File: src/rtl/maze_pkg.sv
// maze_pkg: direction codes, FSM states and neighbour offsets shared by the maze carver.
package maze_pkg;
  localparam logic [1:0] DIR_N = 2'd0, DIR_E = 2'd1, DIR_S = 2'd2, DIR_W = 2'd3;
  typedef enum logic [2:0] {IDLE, INIT, PICK, SCAN, CARVE, BACK, DONE} state_t;
  typedef struct packed {
    logic signed [1:0] dx;
    logic signed [1:0] dy;
  } offset_t;
  function automatic offset_t offset(input logic [1:0] dir);
    offset_t o;
    o.dx = dir == DIR_E ? 2'sd1 : dir == DIR_W ? -2'sd1 : 2'sd0;
    o.dy = dir == DIR_S ? 2'sd1 : dir == DIR_N ? -2'sd1 : 2'sd0;
    return o;
  endfunction
endpackage

File: src/rtl/carve_stack.sv
// carve_stack: LIFO of walker cells; dout shows the top entry combinationally so a pop consumes it in the same cycle.
module carve_stack #(
  parameter int DEPTH = 63,
  parameter int WIDTH = 6
) (
  input  logic             clk,
  input  logic             rst_n,
  input  logic             push,
  input  logic             pop,
  input  logic [WIDTH-1:0] din,
  output logic [WIDTH-1:0] dout,
  output logic             empty
);
  localparam int PW = $clog2(DEPTH + 1);
  logic [WIDTH-1:0] mem [2**PW];
  logic [PW-1:0] sp;
  assign empty = sp == '0;
  assign dout = mem[sp - 1'b1];
  always_ff @(posedge clk or negedge rst_n)
    if (!rst_n) sp <= '0;
    else if (push) sp <= sp + 1'b1;
    else if (pop && !empty) sp <= sp - 1'b1;
  always_ff @(posedge clk)
    if (push) mem[sp] <= din;
endmodule

File: src/rtl/maze_carver.sv
// maze_carver: recursive-backtracker walker over a ROWS x COLS grid, emitting one wall-removal write per carved cell.
module maze_carver
  import maze_pkg::*;
#(
  parameter int COLS = 8,
  parameter int ROWS = 8
) (
  input  logic                    clk,
  input  logic                    rst_n,
  input  logic                    start,
  input  logic [1:0]              rand_dir,
  output logic                    busy,
  output logic                    done,
  output logic                    wr_en,
  output logic [$clog2(COLS)-1:0] wr_x,
  output logic [$clog2(ROWS)-1:0] wr_y,
  output logic [1:0]              wr_dir,
  output logic [$clog2(COLS)-1:0] cur_x,
  output logic [$clog2(ROWS)-1:0] cur_y
);
  localparam int XW = $clog2(COLS);
  localparam int YW = $clog2(ROWS);
  localparam int N = COLS * ROWS;
  state_t state, next;
  logic [1:0] cand;
  logic [3:0] tried;
  logic [N-1:0] visited;
  logic [XW-1:0] nx;
  logic [YW-1:0] ny;
  logic [XW+YW-1:0] top;
  offset_t off;
  logic in_bounds, valid, exhausted, empty;
  assign off = offset(cand);
  // Offsets wrap modulo the grid width; only used once in_bounds holds.
  assign nx = cur_x + XW'(off.dx);
  assign ny = cur_y + YW'(off.dy);
  assign in_bounds = cand == DIR_N ? cur_y != '0 :
                     cand == DIR_S ? cur_y != YW'(ROWS - 1) :
                     cand == DIR_E ? cur_x != XW'(COLS - 1) : cur_x != '0;
  assign valid = in_bounds && !visited[{ny, nx}];
  assign exhausted = (tried | (4'b0001 << cand)) == 4'hF;
  assign busy = state != IDLE && state != DONE;
  assign done = state == DONE;
  carve_stack #(.DEPTH(N - 1), .WIDTH(XW + YW)) u_stack (
    .clk, .rst_n, .push(state == CARVE), .pop(state == BACK),
    .din({cur_y, cur_x}), .dout(top), .empty
  );
  always_ff @(posedge clk or negedge rst_n)
    if (!rst_n) state <= IDLE;
    else state <= next;
  always_comb begin
    next = state;
    case (state)
      IDLE, DONE: next = start ? INIT : state;
      INIT:       next = PICK;
      PICK:       next = SCAN;
      SCAN:       next = valid ? CARVE : exhausted ? BACK : SCAN;
      CARVE:      next = PICK;
      BACK:       next = empty ? DONE : PICK;
      default:    next = IDLE;
    endcase
  end
  always_ff @(posedge clk or negedge rst_n)
    if (!rst_n) begin
      cand <= '0;
      tried <= '0;
      visited <= '0;
      cur_x <= '0;
      cur_y <= '0;
      wr_en <= 1'b0;
      wr_x <= '0;
      wr_y <= '0;
      wr_dir <= '0;
    end else begin
      wr_en <= state == CARVE;
      case (state)
        INIT: begin
          visited <= N'(1);
          cur_x <= '0;
          cur_y <= '0;
          tried <= '0;
        end
        PICK: cand <= rand_dir;
        SCAN: if (!valid) begin
          tried[cand] <= 1'b1;
          cand <= cand + 2'd1;
        end
        CARVE: begin
          wr_x <= cur_x;
          wr_y <= cur_y;
          wr_dir <= cand;
          cur_x <= nx;
          cur_y <= ny;
          visited[{ny, nx}] <= 1'b1;
          tried <= '0;
        end
        BACK: if (!empty) begin
          {cur_y, cur_x} <= top;
          tried <= '0;
        end
        default: ;
      endcase
    end
endmodule

File: config.mk
export PLATFORM = sky130hd
export DESIGN_NAME = maze_carver
export DESIGN_NICKNAME = d
export VERILOG_FILES = /design/src/rtl/maze_pkg.sv /design/src/rtl/carve_stack.sv /design/src/rtl/maze_carver.sv
export SDC_FILE = /design/constraint.sdc
export NUM_CORES = 1
export LEC_CHECK = 0
export ABC_AREA = 0
export CORE_AREA = 2 2 197 179
export CTS_BUF_LIST = sky130_fd_sc_hd__clkbuf_8
export DETAILED_ROUTE_END_ITERATION = 8
export DIE_AREA = 0 0 199 181
export MAX_ROUTING_LAYER = met4
export PLACE_DENSITY = 0.8
export SYNTH_ARGS = -nofsm -noshare
export SYNTH_HDL_FRONTEND = slang
export SYNTH_SLANG_ARGS = --single-unit
File: constraint.sdc
create_clock -name clk -period 3.84 [get_ports clk]
set_input_delay 0.96 -clock clk [delete_from_list [all_inputs] [get_ports clk]]
set_output_delay 0.96 -clock clk [all_outputs]
set_load 0.02 [all_outputs]
==> impl_metrics.tcl <==
set metrics [dict create \
    portBuffers 21 \
    tritoncts "done" \
    row_count 64 \
    cts_root_buf "clkbuf_8" \
    avgSynthCellArea_um2 16.1 \
    area_growth_pct 12.1 \
    finalCriticalPeriod_ns 3.70 \
    worstSetupPathType "flip-flop to flip-flop" \
    powerDensity_nw_per_um2 833 \
    clock.fmax_mhz 271 \
    fin_nets 1318 \
    finalCritPeriodShare_pct 96.2 \
    crit_arrival_ns 4.14 \
    drt-wirelength-per-cell_um 24.6 \
    antenna_cells 0 \
    drt_wl_total_um 44700 \
    finalHoldViolCount 0 \
    io_pins 22 \
    synthTopCellsByCount "384 x edfxtp_1, 183 x nand2_1, 114 x mux4_2" \
    place_ws_ns -0.0834 \
    antenna_found_initial 0 \
    die-area_um2 36000 \
    cp_num_cells 11 \
    rsz0062_at_grt "false" \
    grt_max_degree 104 \
    cp-start-kind "flip-flop" \
    viasPerCell 6.36 \
    synth_warnings 0 \
    holdBufCountCts 0 \
    first_iter_violations 1446 \
    finalWorstSetupSlack_ns 0.144 \
    worst_clock_skew_ns 0.0295 \
    max_stage_delay_ns 0.69 \
    ys_seq_area_share_pct 70.2 \
    max_cap_viol_count 0 \
    p_switching_mw 6.92 \
    p_leak_nw 7.71 \
    fin_util_pct 65.4 \
    initial_utilization_pct 58.4 \
    ir_drop_v 0.000470 \
    ys_ff_latch 478 \
    core_area_um2 33900 \
    synth-edff-count 384 \
    end_kind "flip-flop" \
    drc_errors 0 \
    p_seq_share_pct 36.4 \
    synth.most_common_cell "edfxtp_1" \
    critPathBufInv 1 \
    setup_viol 0 \
    synthesis.nets 1246 \
    syn_inst 1229 \
    slew_headroom_pct 42.0 \
    die_x_um 199 \
    vias 11600 \
    drive_above_1_share_pct 21.0 \
    track_usage_pct 26.5 \
    cp_top_family "adder cells" \
    drt_pass1_iterations 9 \
    grt_pass1_vias 11700 \
    fp.dieH_um 181 \
    antenna_left 0 \
    outcome "completed" \
    hpwl_um 27200 \
    clkSlewWorstSetupHoldPaths_ns 0.06 \
    ys.flop_type "edfxtp_1" \
    min-delay-path-class "input port to async pin" \
    place.gp.congestion 0.857 \
    crit_slowest_cell "fa_2" \
    crit_required_ns 4.29 \
    swShare_pct 37.4 \
    power.internal_mw 11.6 \
    rr_worst_depth 11 \
    cp_max_fo 9 \
    async_reset_ff_share_pct 19.7 \
    cts-buffers-inserted 76 \
    clkPwrFrac_pct 22.9 \
    grt_pass1_wl_um 68900 \
    tightest_slew_ns 0.869 \
    h-tree-depth 3 \
    yosys.cell_types.count 57 \
    clk-insertion-delay-late_ns 0.62 \
    synth_area_leaders "edfxtp_1 58%, mux4_2 13%, dfrtp_1 12%, nand2_1 3.5%, nor2_1 1.7%" \
    clock-sinks 478 \
    synth_top_cell_by_area "edfxtp_1" \
    clockBufferDepth 3 \
    grt-ovfl-total 0 \
    synth_top_area_share_pct 58.3 \
    combPwrFrac_pct 40.6 \
    syn_area_um2 19800 \
    path_cells "inv_1 > ha_1 > or2_2 > ha_1 > fa_2 > mux4_2 > mux4_2 > mux2_2 > nand2_1 > and3_4 > a31oi_1" \
    maxSlewViolCount 0 \
]
==> layer usage <==
| layer | share of wire, % | wire length, um | global-route usage [%] |
|---|---|---|---|
| met2 | 48 | 21300 | 39.5 |
| met1 | 40 | 18000 | 37.0 |
| met5 | 0 | 0 | - |
| met3 | 9.5 | 4230 | 5.99 |
| met4 | 2.7 | 1200 | 8.54 |
==> logic make-up (layout without fill, tap and decap cells) <==
logic type / after synthesis / in the layout / synth area share, %
flip-flops: 478 / 478 / 70.2
AND/OR/NAND/NOR: 365 / 365 / 7.99
AO/OA/AOI/OAI: 153 / 153 / 5.06
multiplexers: 123 / 123 / 13.4
buffers and inverters: 84 / 210 / 1.80
XOR/XNOR: 14 / 14 / 0.689
adder cells (fa/ha/maj): 12 / 12 / 0.835
==> power by group through the flow <==
stage	logic, mW	clock network, mW	registers [mW]
after CTS	7.42	4.29	6.72
after floorplan	4.80	0	6.98
after detailed placement	7.38	0	6.82
after global placement	7.20	0	6.80
final	7.50	4.24	6.73
after global routing	8.04	4.54	6.75
==> flip-flops by register name (all words and copies together) (netlist names) <==
signal / flops
cur_x: 3
wr_y: 3
u_stack.sp: 6
state: 3
visited: 64
wr_dir: 2
wr_en: 1
cur_y: 3
wr_x: 3
tried: 4
u_stack.mem: 384
cand: 2
==> path summary, 6_finish.rpt <==
check,start,to,slack (ns)
max,cand[1],tried[3],0.14
min in group clk,wr_y[0],wr_y[0],0.47
min,rst_n,visited[23],0.38
min reg2reg,wr_y[0],wr_y[0],0.47
max reg2reg,cand[1],tried[3],0.14
max in group asynchronous,rst_n,wr_y[2],2.66
==> timing repair <==
item	CTS	global route
setup buffers	0	0
endpoints found under the hold margin	0	0
pin swaps	0	1
endpoints found under the setup margin	8	8
gates cloned	0	0
resized for setup	1	3
==> worst register-to-register path: stages (launching register included) <==
cell,delay [ns]
dfrtp_1,0.39
inv_1,0.10
ha_1,0.25
or2_2,0.30
ha_1,0.21
fa_2,0.69
mux4_2,0.35
mux4_2,0.47
mux2_2,0.29
nand2_1,0.13
and3_4,0.27
a31oi_1,0.10
==> final cells by class <==
class	count	area [um2]
Sequential cell	478	13900
Fill cell	2312	11700
Multi-Input combinational cell	667	5590
Clock buffer	82	1130
Timing Repair Buffer	65	579
Tap cell	462	578
Clock inverter	50	345
Inverter	13	48.8
==> through the flow <==
step           cell area [um2]  cells  total power [mW]  hold WS, ns  setup TNS, ns
6_report                 22200   1817              18.5        0.380              0
5_1_grt                  22200   1817              19.3        0.430              0
4_1_cts                  22200   1817              18.4        0.396              0
3_5_place_dp             20700   1685              14.2        0.463         -0.424
3_3_place_gp             20700   1685              14.0        0.458              0
2_1_floorplan            19800   1229              11.8        0.438              0
==> cells in the final DEF, fill, tap and decap left out, types with 11 or more instances in the layout <==
| master | instances |
|---|---|
| clkinv_1 | 20 |
| nand3_1 | 24 |
| edfxtp_1 | 384 |
| clkbuf_8 | 82 |
| nor2_1 | 89 |
| nand2_1 | 183 |
| inv_1 | 24 |
| nor3_1 | 11 |
| a21oi_1 | 12 |
| mux4_2 | 114 |
| o21ai_0 | 64 |
| a31oi_1 | 15 |
| a311oi_1 | 16 |
| dfrtp_1 | 87 |
| clkdlybuf4s50_1 | 20 |
| buf_4 | 41 |
| and3_1 | 17 |
(Power assumes the default switching activity.)
